--- config.mk ---
export PLATFORM = sky130hd
export DESIGN_NAME = tone_arbiter
export DESIGN_NICKNAME = d
export VERILOG_FILES = /design/src/rtl/tone_arbiter.sv
export SDC_FILE = /design/constraint.sdc
export NUM_CORES = 1
export LEC_CHECK = 0
export CAP_MARGIN = 20
export CORE_MARGIN = 3
export CORE_UTILIZATION = 30
export DETAILED_ROUTE_END_ITERATION = 8
export HOLD_SLACK_MARGIN = 0.1
export PLACE_DENSITY = 0.54
export SETUP_SLACK_MARGIN = 0.5
export SLEW_MARGIN = 20
export SYNTH_ARGS = -nofsm -noshare
export SYNTH_HDL_FRONTEND = slang
export SYNTH_SLANG_ARGS = --single-unit
export TNS_END_PERCENT = 50
--- constraint.sdc ---
create_clock -name clk -period 2 [get_ports clk]
set_input_delay 0.5 -clock clk [delete_from_list [all_inputs] [get_ports clk]]
set_output_delay 0.5 -clock clk [all_outputs]
set_load 0.05 [all_outputs]
--- src/rtl/tone_arbiter.sv ---
// tone_arbiter: fixed-priority, non-preemptive arbiter that lets several note
// sources share one tone generator. The granted note plays for its beat count,
// then an optional silent gap follows before the next grant.
`timescale 1ns/1ps
module tone_arbiter #(
  parameter int N_REQ       = 3,
  parameter int PER_W       = 20,
  parameter int DUR_W       = 4,
  parameter int TICK_CYCLES = 12_500_000,
  parameter int GAP_TICKS   = 1,
  localparam int ID_W       = (N_REQ > 1) ? $clog2(N_REQ) : 1
) (
  input  logic                     clk,
  input  logic                     rst,
  input  logic [N_REQ-1:0]         req_valid,
  input  logic [N_REQ*PER_W-1:0]   req_period,
  input  logic [N_REQ*DUR_W-1:0]   req_beats,
  output logic [N_REQ-1:0]         req_ready,
  input  logic                     stop,
  output logic [PER_W-1:0]         tone_period,
  output logic                     busy,
  output logic [ID_W-1:0]          grant_id,
  output logic                     done,
  output logic [ID_W-1:0]          done_id
);

  localparam int CNT_W    = (TICK_CYCLES > 1) ? $clog2(TICK_CYCLES) : 1;
  localparam int GAP_BITS = $clog2(GAP_TICKS + 1);
  // The remaining-beat counter doubles as the gap beat counter, so it must hold both.
  localparam int REM_W    = (DUR_W > GAP_BITS) ? DUR_W : GAP_BITS;
  localparam logic [CNT_W-1:0] CNT_MAX = CNT_W'(TICK_CYCLES - 1);

  typedef enum logic [1:0] {IDLE, PLAY, GAP} state_t;

  state_t              state_q, state_d;
  logic [CNT_W-1:0]    cnt_q, cnt_d;
  logic [REM_W-1:0]    rem_q, rem_d;
  logic [PER_W-1:0]    period_q, period_d;
  logic [ID_W-1:0]     grant_q, grant_d;

  logic                beat_tick;
  logic                any_valid;
  logic [ID_W-1:0]     sel_id;
  logic [PER_W-1:0]    sel_period;
  logic [DUR_W-1:0]    sel_beats;
  logic [N_REQ-1:0]    ready_c;
  logic                done_c;

  assign beat_tick = (cnt_q == CNT_MAX);

  // Priority encoder: scan from the top so the lowest valid index wins.
  always_comb begin
    any_valid  = 1'b0;
    sel_id     = '0;
    sel_period = '0;
    sel_beats  = '0;
    for (int i = N_REQ - 1; i >= 0; i--) begin
      if (req_valid[i]) begin
        any_valid  = 1'b1;
        sel_id     = ID_W'(i);
        sel_period = req_period[i*PER_W +: PER_W];
        sel_beats  = req_beats[i*DUR_W +: DUR_W];
      end
    end
  end

  // Next-state logic: grant in IDLE, count beats in PLAY and GAP, stop aborts anywhere.
  always_comb begin
    state_d  = state_q;
    cnt_d    = beat_tick ? '0 : cnt_q + CNT_W'(1);
    rem_d    = rem_q;
    period_d = period_q;
    grant_d  = grant_q;
    ready_c  = '0;
    done_c   = 1'b0;
    case (state_q)
      IDLE: begin
        cnt_d = '0;
        if (!stop && any_valid) begin
          ready_c[sel_id] = 1'b1;
          period_d        = sel_period;
          grant_d         = sel_id;
          rem_d           = (sel_beats == '0) ? REM_W'(1) : REM_W'(sel_beats);
          state_d         = PLAY;
        end
      end
      PLAY: begin
        if (stop) begin
          state_d = IDLE;
          cnt_d   = '0;
          rem_d   = '0;
        end else if (beat_tick) begin
          if (rem_q <= REM_W'(1)) begin
            done_c = 1'b1;
            cnt_d  = '0;
            if (GAP_TICKS > 0) begin
              state_d = GAP;
              rem_d   = REM_W'(GAP_TICKS);
            end else begin
              state_d = IDLE;
              rem_d   = '0;
            end
          end else begin
            rem_d = rem_q - REM_W'(1);
          end
        end
      end
      GAP: begin
        if (stop) begin
          state_d = IDLE;
          cnt_d   = '0;
          rem_d   = '0;
        end else if (beat_tick) begin
          if (rem_q <= REM_W'(1)) begin
            state_d = IDLE;
            cnt_d   = '0;
            rem_d   = '0;
          end else begin
            rem_d = rem_q - REM_W'(1);
          end
        end
      end
      default: begin
        state_d = IDLE;
        cnt_d   = '0;
        rem_d   = '0;
      end
    endcase
  end

  // State and datapath registers, cleared asynchronously by rst.
  always_ff @(posedge clk or posedge rst) begin
    if (rst) begin
      state_q  <= IDLE;
      cnt_q    <= '0;
      rem_q    <= '0;
      period_q <= '0;
      grant_q  <= '0;
    end else begin
      state_q  <= state_d;
      cnt_q    <= cnt_d;
      rem_q    <= rem_d;
      period_q <= period_d;
      grant_q  <= grant_d;
    end
  end

  // Ready is suppressed while rst is held so no source believes it was accepted.
  assign req_ready   = rst ? '0 : ready_c;
  assign tone_period = (state_q == PLAY) ? period_q : '0;
  assign busy        = (state_q != IDLE);
  assign grant_id    = grant_q;
  assign done        = done_c;
  assign done_id     = done_c ? grant_q : '0;

endmodule

* Yosys cells after proc, flatten, opt, wreduce, memory -nomap -nowiden
Cells that the tools add are included.
** Storage, ports and cells
- Flip-flop bits (word level) :: 52
- Output and inout bits :: 29
- Logic and storage cells :: 73
** Operators by class
- Reduce and logical (&&, ||, !) cells :: 10
- Add/subtract/negate cells :: 2
- $lt $le $gt $ge :: 3
- Mux-type cells :: 45
- Eq/ne operators :: 8
** Operators with widths (number)
- 24-bit 2-to-1 mux :: 5
- 20-bit 2-to-1 mux :: 4
- 4-bit 2-to-1 mux :: 11
- 24-bit by 1-bit adder with 24-bit output (second input constant) :: 1
- 24-bit equality test (second input constant) :: 1
- 2-bit 2-to-1 mux :: 11
- 3-bit inequality test (second input constant) :: 4
- 4-bit case mux with 3 select lines :: 1
- 3-bit 2-to-1 mux :: 3
- 1-bit 2-to-1 mux :: 8
- 2-bit case mux with 3 select lines :: 1
- 5-bit AND reduction :: 1
- 4-bit by 1-bit less-or-equal comparator with 1-bit output (second input constant) :: 1
- 4-bit logical NOT :: 1
- 4-bit by 1-bit subtractor with 4-bit output (second input constant) :: 1
- 2-bit by 3-bit < comparator with 1-bit output (second input constant) :: 1
- 3-bit AND reduction :: 1
- 1-bit demux with 2-bit select :: 1
- 2-bit by 1-bit equality test with 1-bit output (second input constant) :: 1
- 2-bit equality test (second input constant) :: 1
- 2-bit by 1-bit greater-or-equal comparator with 1-bit output (second input constant) :: 1
- 1-bit logical AND :: 2
- 2-bit logical NOT :: 1
- 2-bit inequality test (second input constant) :: 1
- other kinds (4) :: 4

* Depth between registers and ports, before layout
Gate-level depths: netlist of the first run.
- Depth after elaboration :: 10
- Mapped depth :: 7

* Worst setup path after synthesis of the first run
OpenSTA, ideal clock, no wires.
- Kind :: input port to output port
- From :: in req_valid[1]
- To :: out req_ready[1]
- Slack :: -1.187 ns
- Cell stages on the path :: 3
- Required time :: 1.500 ns
- Arrival time :: 2.687 ns
- Cell sequence :: clkbuf_1 clkbuf_1 nor4b_1
** On the way
- Word-level cells in the longest chain between the ends :: 9
- Elaborated cells between the ends (all ways) :: 13
- Classes of those cells :: order compare (2); mux (9); reduce/logical (2)
** RTL lines
- start: declaration :: line 15 : input logic [N_REQ-1:0] req_valid,
- 2-bit 2-to-1 mux (2 in series) :: line 58 : if (req_valid[i]) begin
- 2-bit by 3-bit < comparator with 1-bit output (not written as such) / 2-bit by 1-bit greater-or-equal comparator with 1-bit output (equally long branches) :: line 80 : ready_c[sel_id] = 1'b1;
- 1-bit logical AND (not written as such) :: line 80
- 1-bit 2-to-1 mux (not written as such) :: line 80
- 1-bit demux with 2-bit select :: line 80
- 3-bit 2-to-1 mux (*) :: line 79 : if (!stop && any_valid) begin
- 3-bit 2-to-1 mux (*) :: line 76 : case (state_q)
- 3-bit 2-to-1 mux (*) :: line 149 : assign req_ready = rst ? '0 : ready_c;
- end: declaration :: line 18 : output logic [N_REQ-1:0] req_ready,
Every way passes the cells marked *; elsewhere a longest branch is shown, timed or not.

* Worst setup path after layout of the first run
- From :: reg rem_q[0]
- To :: out done_id[0]
** On the way
- Word-level cells in the longest chain between the ends :: 6
** RTL lines
- start: declaration :: line 37 : logic [REM_W-1:0] rem_q, rem_d;
- start signal: assignment :: line 142 : rem_q <= rem_d;
- 4-bit by 1-bit less-or-equal comparator with 1-bit output :: line 93 : if (rem_q <= REM_W'(1)) begin
- 1-bit 2-to-1 mux :: line 93
- 1-bit 2-to-1 mux :: line 92 : end else if (beat_tick) begin
- 1-bit 2-to-1 mux :: line 88 : if (stop) begin
- 1-bit 2-to-1 mux :: line 76
- 2-bit 2-to-1 mux :: line 154 : assign done_id = done_c ? grant_q : '0;
- end: declaration :: line 24 : output logic [ID_W-1:0] done_id
No other way between the ends.

==> flow_metrics.tcl, run 1 <==
set metrics [dict create \
    rows 36 \
    critPathCaptureType "output pin" \
    cp-startpoint "rem_q[0]" \
    drc_errors 0 \
    final_area_sq_um 6450 \
    die_w_um 108 \
    clockRootBuffer "clkbuf_8" \
    place.port_buffers 106 \
    rsz0062_at_grt "true" \
    power_mw 7.35 \
    die-area_sq_um 11700 \
    synth_ff_type "dfrtp_1" \
    boundaryPins 107 \
    final_util 0.648 \
    cts_tree "yes" \
    hold_viol 0 \
    p_int_mw 4.38 \
    synth.avg_cell_area_sq_um 8.98 \
    arrival_ns 1.90 \
    synth.yosys.seq_area_share 0.416 \
    drv_cap 0 \
    die_y_um 108 \
    crit_type "reg2out" \
    layout_common_cells "73 x clkdlybuf4s50_1, 58 x buf_4, 51 x dfrtp_1" \
    final_nets 624 \
    clock_path_buffers 2 \
    cts.sinks 52 \
    first_pass_iters 4 \
    tightest_slew_ns 0.313 \
    setup_viol 12 \
    yosys_warnings 0 \
    grt_max_degree 36 \
    clkTransAtPathRegs_ns 0.09 \
    final_cells 672 \
    ant_nets 0 \
    r2r_start "state_q[0]" \
    drtIter0Drc 165 \
    grt_pass1_wl_mm 17.7 \
    status "complete, but fails checks" \
    max-vdd-ir-drop_uv 559 \
    core_area_sq_um 9950 \
    gp_congestion 0.880 \
    grtUsageTotal 0.191 \
    p_switching_mw 2.97 \
    reg2reg_depth 10 \
    combPwrFrac 0.700 \
    min_to "period_q[9]" \
    preCtsSetupSlack_ns -0.291 \
    hold_path.class "reg2reg" \
    wirelength_mm 11.7 \
    min_period_ns 2.40 \
    cts_buffers 5 \
    syn-num-nets 433 \
    required_ns 1.50 \
    layout_commonest_cell "clkdlybuf4s50_1" \
    cp_slowest_cell "dfrtp_1" \
    synth_edf_count 0 \
    start_util 0.314 \
    p_seq_frac 0.211 \
    clock_skew_ns 0.00740 \
    synth_seq_cells 52 \
    overflow 0 \
    timing.fmax_ghz 0.417 \
    holdPathStages 2 \
    r2r-end "state_q[1]" \
    place_area_sq_um 5200 \
    area_delta_synth_final_pct 106 \
    maxSlewViolCount 0 \
    syn_area_sq_um 3130 \
    finalSetupTns_ns -1.97 \
    sw_frac_of_total 0.404 \
    whs_ns 0.485 \
    clkPwrFrac 0.089 \
    clock_latency_ns 0.30 \
    power_density_nw_per_um2 1140 \
    worstPathMaxFanout 3 \
    synth.distinct_cells 47 \
    n_antenna_cell 0 \
    finalWorstSetupSlack_ns -0.401 \
    p_leak_nw 2.66 \
    slowest_delay_ns 0.42 \
    min_from "period_q[9]" \
    cts_max_level 2 \
    finalCritPeriodShare 1.20 \
    first_global_vias 3480 \
    vias 3392 \
    r2r_slack_ns 0.06 \
    dp_hpwl_mm 7.62 \
    path_cells "inv_2 > ha_4 > nor2_2 > or3_4 > nor4_4 > and2_4 > buf_12" \
    antenna_found_initial 0 \
    routed_via_density 5.05 \
    wire_per_inst_um 17.4 \
    layout-drive-gt1-share 0.521 \
    async_flop_share 1.00 \
    dp_cells 625 \
    syn_inst 348 \
    violations "negative setup slack" \
    relSlewSlack 0.789 \
    startpoint_type "flop" \
]
## worst max-delay path by stage
stage / depth (start not counted) / end
floorplan: 6 / done_id[0]
global placement: 6 / req_ready[2]
detailed placement: 6 / req_ready[2]
CTS: 7 / done_id[0]
global route: 7 / done_id[0]
finish: 7 / done_id[0]
## power groups by stage
stage,logic (mW),registers [mW],clock network [mW]
3_5_place_dp,3.38,1.52,0
6_report,5.15,1.55,0.656
3_3_place_gp,3.36,1.51,0
5_1_grt,5.43,1.58,0.722
2_1_floorplan,1.88,1.56,0
4_1_cts,4.53,1.50,0.682
## cell usage after synthesis (3+ instances only)
master | instances | area share
a21oi_1 | 6 | 0.0096
clkbuf_1 | 14 | 0.017
xnor2_1 | 12 | 0.034
nand3_1 | 5 | 0.0080
a221o_1 | 21 | 0.067
o21ai_0 | 44 | 0.070
inv_1 | 11 | 0.013
xor2_1 | 11 | 0.031
nor2_1 | 40 | 0.048
nor3_1 | 10 | 0.016
nand2_1 | 36 | 0.043
nand4_1 | 9 | 0.018
nand3b_1 | 3 | 0.0072
o31ai_1 | 5 | 0.012
buf_2 | 4 | 0.0064
and2_1 | 21 | 0.042
dfrtp_1 | 52 | 0.42
ha_1 | 7 | 0.028
## sequential cells by signal, summed over array words and instances (netlist names)
name / cells
cnt_q: 24
period_q: 20
rem_q: 4
grant_id: 2
state_q: 2
## final cells by class
class,instances,area (sq um)
clock buffer,7,96.3
fill,790,3500
inverter,11,60.1
multi-input combinational,266,2400
sequential,52,1300
tap,133,166
timing repair buffer,203,2420
## kinds of logic (layout without fill, tap and decap cells)
kind of cell,Yosys count,after routing,synth area share
and+or+nand+nor,147,147,0.252
AOI/OAI and AO/OA,87,87,0.194
DFF,52,52,0.416
buffers and inverters,30,221,0.0376
xor gates and xnor gates,23,23,0.0644
adders and majority gates,7,7,0.0280
muxes,2,2,0.00800
## what timing repair did
| item | CTS | global route |
|---|---|---|
| setup buffers | 20 | 10 |
| endpoints found under the setup margin | 79 | 80 |
| pin swaps | 68 | 39 |
| hold endpoints to repair | 0 | 0 |
| hold buffers | 0 | 0 |
| gates resized for setup | 125 | 71 |
| gates cloned | 6 | 4 |
## worst max-delay path, delay by kind of cell (launching register included)
family                     cells  cell delay, ns
buffers and inverters          2            0.22
and+or+nand+nor                4            0.82
adders and majority gates      1            0.13
DFF                            1            0.42
## metal layers
| layer | wire length (um) | vias to the layer above | GRT usage | share of wire |
|---|---|---|---|---|
| li1 | - | 1631 | - | - |
| met1 | 5120 | 1681 | 0.248 | 0.44 |
| met2 | 5950 | 72 | 0.333 | 0.51 |
| met3 | 529 | 8 | 0.0281 | 0.045 |
| met4 | 103 | 0 | 0.0460 | 0.0088 |
| met5 | 0 | - | 0 | 0 |
Note: power is estimated with default switching activity, not from simulation.
==> inputs of run 2 (changes only) <==
==> constraint.sdc (replaced) <==
create_clock -name clk -period 2.3 [get_ports clk]
set_input_delay 0.575 -clock clk [delete_from_list [all_inputs] [get_ports clk]]
set_output_delay 0.575 -clock clk [all_outputs]
set_load 0.05 [all_outputs]
==> run 2 against run 1 <==
The run still ends with negative setup slack left. Setup slack improved by 0.16 ns. Clock skew rose by 0.0039 ns. Via count fell by 5.8%. Sequential share of layout area rose by 2.1 points. Register-to-register slack improved by 0.23 ns. Die area did not move. Critical endpoint unchanged. Hold slack improved by 0.027 ns.
==> flow_metrics.tcl, run 2 (synthesis gave the netlist of run 1 again) <==
set metrics [dict create \
    status "complete, but fails checks" \
    violations "negative setup slack" \
    top_regs "cnt_q: 24 flops, period_q: 20 flops, rem_q: 4 flops" \
    max-vdd-ir-drop_uv 810 \
    core_area_sq_um 9950 \
    overflow 0 \
    cts_max_level 2 \
    tightest_slew_ns 0.714 \
    finalCritPeriodShare 1.10 \
    rows 36 \
    dp_hpwl_mm 7.36 \
    cts_hold_buf 0 \
    p_leak_nw 2.42 \
    die_w_um 108 \
    routed_via_density 5.02 \
    min_to "cnt_q[0]" \
    r2r_start "state_q[0]" \
    critPathCaptureType "output pin" \
    timing.fmax_ghz 0.394 \
    startpoint_type "flop" \
    layout-drive-gt1-share 0.419 \
    p_seq_frac 0.237 \
    combPwrFrac 0.650 \
    ant_nets 0 \
    drtIter0Drc 200 \
    r2r_slack_ns 0.29 \
    finalWorstSetupSlack_ns -0.241 \
    grt_pass1_wl_mm 16.8 \
    die-area_sq_um 11700 \
    clock_latency_ns 0.31 \
    vias 3194 \
    hold_path.class "reg2reg" \
    sw_frac_of_total 0.413 \
    first_pass_iters 4 \
    rsz0062_at_grt "true" \
    grt_max_degree 41 \
    maxSlewViolCount 0 \
    boundaryPins 107 \
    cts_buffers 5 \
    power_mw 5.88 \
    largest_register_ffs 24 \
    reg2reg_depth 11 \
    drv_cap 0 \
    final_cells 636 \
    p_int_mw 3.45 \
    layout_common_cells "72 x clkdlybuf4s50_1, 51 x dfrtp_1, 36 x buf_4" \
    antenna_found_initial 0 \
    final_nets 587 \
    clkPwrFrac 0.113 \
    dp_cells 599 \
    min_period_ns 2.54 \
    die_y_um 108 \
    required_ns 1.73 \
    final_util 0.588 \
    cts_tree "yes" \
    clkTransAtPathRegs_ns 0.10 \
    min_from "cnt_q[0]" \
    setup_viol 3 \
    gp_congestion 0.749 \
    power_density_nw_per_um2 1000 \
    n_antenna_cell 0 \
    clock_path_buffers 2 \
    arrival_ns 1.97 \
    drc_errors 0 \
    area_delta_synth_final_pct 87.1 \
    clock_skew_ns 0.0113 \
    regMostFlops "cnt_q" \
    relSlewSlack 0.520 \
    clockRootBuffer "clkbuf_8" \
    holdPathStages 1 \
    r2r-end "rem_q[1]" \
    first_global_vias 3126 \
    crit_type "reg2out" \
    grtUsageTotal 0.181 \
    hold_viol 0 \
    fillers 821 \
    start_util 0.314 \
    wire_per_inst_um 17.5 \
    layout_commonest_cell "clkdlybuf4s50_1" \
    p_switching_mw 2.43 \
    wirelength_mm 11.2 \
    worstPathMaxFanout 3 \
    cts.sinks 52 \
    place.port_buffers 106 \
]
==> run 2: cell count changes in the layout (fill, tap and decap cells not counted), sizes merged <==
cell / change
dlygate4sd2: +1
clkdlybuf4s50: -1
clkbuf: -4
clkinv: +1
bufinv: +1
buf: -36
clkdlybuf4s15: +2
==> run 2: layout make-up <==
cell class / instances / area, sq um / share of cell area
multi-input combinational: 266 / 2230 / 0.382
timing repair buffer: 166 / 1970 / 0.337
sequential: 52 / 1300 / 0.223
tap: 133 / 166 / 0.0284
clock buffer: 6 / 82.6 / 0.0141
inverter: 11 / 57.6 / 0.00984
clock inverter: 2 / 38.8 / 0.00663
==> run 2: how the worst max path moves through the flow <==
stage | start | endpoint | slack, ns | cells past startpoint
6_report | rem_q[1] | done_id[0] | -0.24 | 7
5_1_grt | rem_q[1] | done_id[0] | -0.34 | 7
4_1_cts | cnt_q[22] | done_id[0] | -0.25 | 6
3_5_place_dp | stop | req_ready[1] | -0.10 | 4
3_3_place_gp | stop | req_ready[1] | -0.08 | 4
2_1_floorplan | rem_q[0] | done_id[0] | -0.33 | 6
==> run 2: metal layers <==
metal	part of all wire	wire, um	GRT usage	vias up
li1	-	-	-	1548
met1	0.46	5130	0.247	1553
met2	0.48	5330	0.304	86
met3	0.055	613	0.0352	7
met4	0.0072	80	0.0298	0
met5	0	0	0	-
==> run 2: timing repair <==
action,in CTS,in global routing
setup buffers,16,7
pin swaps,24,25
cloned,3,3
gates resized for setup,74,99
endpoints found under the setup margin,79,74
==> run 2: power by group through the flow <==
stage               Clock, mW  Sequential (mW)  Combinational, mW
finish                  0.663             1.39               3.82
detailed placement          0             1.32               2.66
floorplan                   0             1.34               1.47
global route            0.718             1.42               4.04
CTS                     0.681             1.32               3.24
global placement            0             1.32               2.64
==> run 2: metrics by stage <==
stage | worst slack, ns | hold WS, ns | setup TNS (ns) | cell area, sq um
after floorplan | -0.329 | 0.442 | -0.345 | 3310
after global placement | -0.0769 | 0.457 | -0.357 | 4960
after detailed placement | -0.101 | 0.463 | -0.395 | 4960
after CTS | -0.254 | 0.493 | -0.670 | 5430
after global routing | -0.343 | 0.530 | -0.999 | 5850
final | -0.241 | 0.512 | -0.655 | 5850
==> run 2: worst max-delay path, cell delays in order (launching register included) <==
cell     delay, ns
dfrtp_1       0.41
inv_2         0.09
ha_2          0.17
nor2_2        0.05
or3_4         0.34
nor4_4        0.27
and2_4        0.21
buf_12        0.13
==> inputs of run 3 (changes only) <==
--- a/config.mk
+++ b/config.mk
@@ -7,10 +7,10 @@
 export LEC_CHECK = 0
 export CAP_MARGIN = 20
 export CORE_MARGIN = 3
-export CORE_UTILIZATION = 30
+export CORE_UTILIZATION = 41
 export DETAILED_ROUTE_END_ITERATION = 8
 export HOLD_SLACK_MARGIN = 0.1
-export PLACE_DENSITY = 0.54
+export PLACE_DENSITY = 0.73
 export SETUP_SLACK_MARGIN = 0.5
 export SLEW_MARGIN = 20
 export SYNTH_ARGS = -nofsm -noshare
==> constraint.sdc (replaced) <==
create_clock -name clk -period 2.2 [get_ports clk]
set_input_delay 0.55 -clock clk [delete_from_list [all_inputs] [get_ports clk]]
set_output_delay 0.55 -clock clk [all_outputs]
set_load 0.05 [all_outputs]
==> run 3 against run 2 <==
The run still ends with negative setup slack left. Sequential share of layout area down 1.2 points. Design area is 5.7% higher. Non-clock buffer count is 16 higher. Via count grew 13%. First-iteration DRC count is 3.5% higher. Combinational power increased by 23%. Largest cell class unchanged. Largest power group unchanged. Highest routed layer unchanged.
==> flow_metrics.tcl, run 3 (synthesis gave the netlist of run 1 again) <==
set metrics [dict create \
    top_regs "cnt_q: 24 flops, period_q: 20 flops, rem_q: 4 flops" \
    dp_cells 575 \
    critPathBufInv 2 \
    p_leak_nw 2.59 \
    die_y_um 93.3 \
    drtIter0Drc 207 \
    place_area_sq_um 5050 \
    final_area_sq_um 6180 \
    first_pass_iters 5 \
    cts_buffers 5 \
    n_antenna_cell 0 \
    antenna_found_initial 0 \
    maxSlewViolCount 0 \
    required_ns 1.65 \
    violations "negative setup slack" \
    start_util 0.427 \
    fillers 357 \
    layout_common_cells "72 x clkdlybuf4s50_1, 50 x dfrtp_1, 46 x buf_4" \
    grtUsageTotal 0.250 \
    slowest_delay_ns 0.42 \
    sw_frac_of_total 0.422 \
    cp-startpoint "rem_q[1]" \
    overflow 0 \
    dp_hpwl_mm 7.39 \
    final_util 0.843 \
    clock_skew_ns 0.00600 \
    power_mw 6.84 \
    whs_ns 0.487 \
    path_cells "inv_2 > ha_4 > nor2_4 > or3_4 > nor4_4 > and2_4 > buf_12" \
    grt_max_degree 45 \
    cts_tree "yes" \
    hold_viol 0 \
    tightest_slew_ns 0.432 \
    layout_commonest_cell "clkdlybuf4s50_1" \
    gp_congestion 0.884 \
    drc_errors 0 \
    relSlewSlack 0.712 \
    routed_via_density 5.83 \
    cp.depth 7 \
    clock_latency_ns 0.31 \
    die_w_um 93.3 \
    finalWorstSetupSlack_ns -0.392 \
    arrival_ns 2.04 \
    clkPwrFrac 0.096 \
    cts.sinks 52 \
    drv_cap 0 \
    p_seq_frac 0.218 \
    min_period_ns 2.59 \
    cp_slowest_cell "dfrtp_1" \
    crit_type "reg2out" \
    hold_path.class "reg2reg" \
    grt_pass1_wl_mm 17.3 \
    finalCritPeriodShare 1.18 \
    rows 31 \
    p_switching_mw 2.88 \
    clock_path_buffers 2 \
    timing.fmax_ghz 0.386 \
    largest_register_ffs 24 \
    die-area_sq_um 8710 \
    reg2reg_depth 10 \
    p_int_mw 3.95 \
    startpoint_type "flop" \
    boundaryPins 107 \
    power_density_nw_per_um2 1110 \
    clockRootBuffer "clkbuf_8" \
    wire_per_inst_um 22.0 \
    final_nets 603 \
    vias 3606 \
    critPathTopFamily "simple AND/OR/NAND/NOR gates" \
    finalSetupTns_ns -1.01 \
    first_global_vias 3502 \
    combPwrFrac 0.687 \
    r2r_start "state_q[0]" \
    area_delta_synth_final_pct 97.7 \
    setup.worst_path.end "done_id[0]" \
    max-vdd-ir-drop_uv 1130 \
    preCtsSetupSlack_ns -0.118 \
    place.port_buffers 106 \
    ant_nets 0 \
    final_cells 618 \
    core_area_sq_um 7330 \
    setup_viol 3 \
    worstPathMaxFanout 3 \
    cts_max_level 2 \
    clkTransAtPathRegs_ns 0.09 \
    status "complete, but fails checks" \
    regMostFlops "cnt_q" \
    rsz0062_at_grt "true" \
    r2r-end "state_q[1]" \
    wirelength_mm 13.6 \
    layout-drive-gt1-share 0.474 \
    r2r_slack_ns 0.01 \
    critPathCaptureType "output pin" \
]
==> run 3: worst min path at each step <==
stage / start / endpoint / cells past startpoint
after floorplan: period_q[17] / period_q[17] / 2
after global placement: period_q[18] / period_q[18] / 2
after detailed placement: period_q[3] / period_q[3] / 2
after CTS: period_q[13] / period_q[13] / 2
after global routing: rst / grant_id[0] / 3
final: period_q[7] / period_q[7] / 2
==> run 3: timing repair <==
item | in CTS | in global routing
cloned | 3 | 4
endpoints found under the setup margin | 79 | 78
hold endpoints to repair | 0 | 0
pin swaps | 20 | 47
hold buffers | 0 | 0
setup buffers | 18 | 10
resized for setup | 57 | 129
==> run 3: area by class of cell <==
class / count / area, sq um / share of cell area
sequential: 52 / 1300 / 0.211
clock inverter: 2 / 35.0 / 0.00567
inverter: 11 / 60.1 / 0.00971
clock buffer: 6 / 72.6 / 0.0117
timing repair buffer: 182 / 2190 / 0.354
tap: 99 / 124 / 0.0200
multi-input combinational: 266 / 2400 / 0.388
==> run 3: power groups by stage <==
stage / Sequential [mW] / Clock [mW] / Combinational, mW
finish: 1.49 / 0.655 / 4.69
global route: 1.51 / 0.702 / 4.88
CTS: 1.37 / 0.664 / 3.72
detailed placement: 1.40 / 0 / 2.95
global placement: 1.38 / 0 / 2.91
floorplan: 1.42 / 0 / 1.64
==> run 3: metal layers <==
layer	track usage	part of all wire	vias up
li1	-	-	1590
met1	0.282	0.35	1784
met2	0.461	0.54	184
met3	0.0547	0.066	48
met4	0.0879	0.040	0
met5	0	0	-
==> run 3: worst reg2reg max path, delay by kind of cell, from the launching register on <==
| kind | cells | cell delay [ns] |
|---|---|---|
| compound gates | 3 | 0.46 |
| mux | 1 | 0.30 |
| buf+inv | 4 | 0.51 |
| simple gates | 1 | 0.19 |
| fa+ha+maj | 1 | 0.19 |
| flops | 1 | 0.43 |
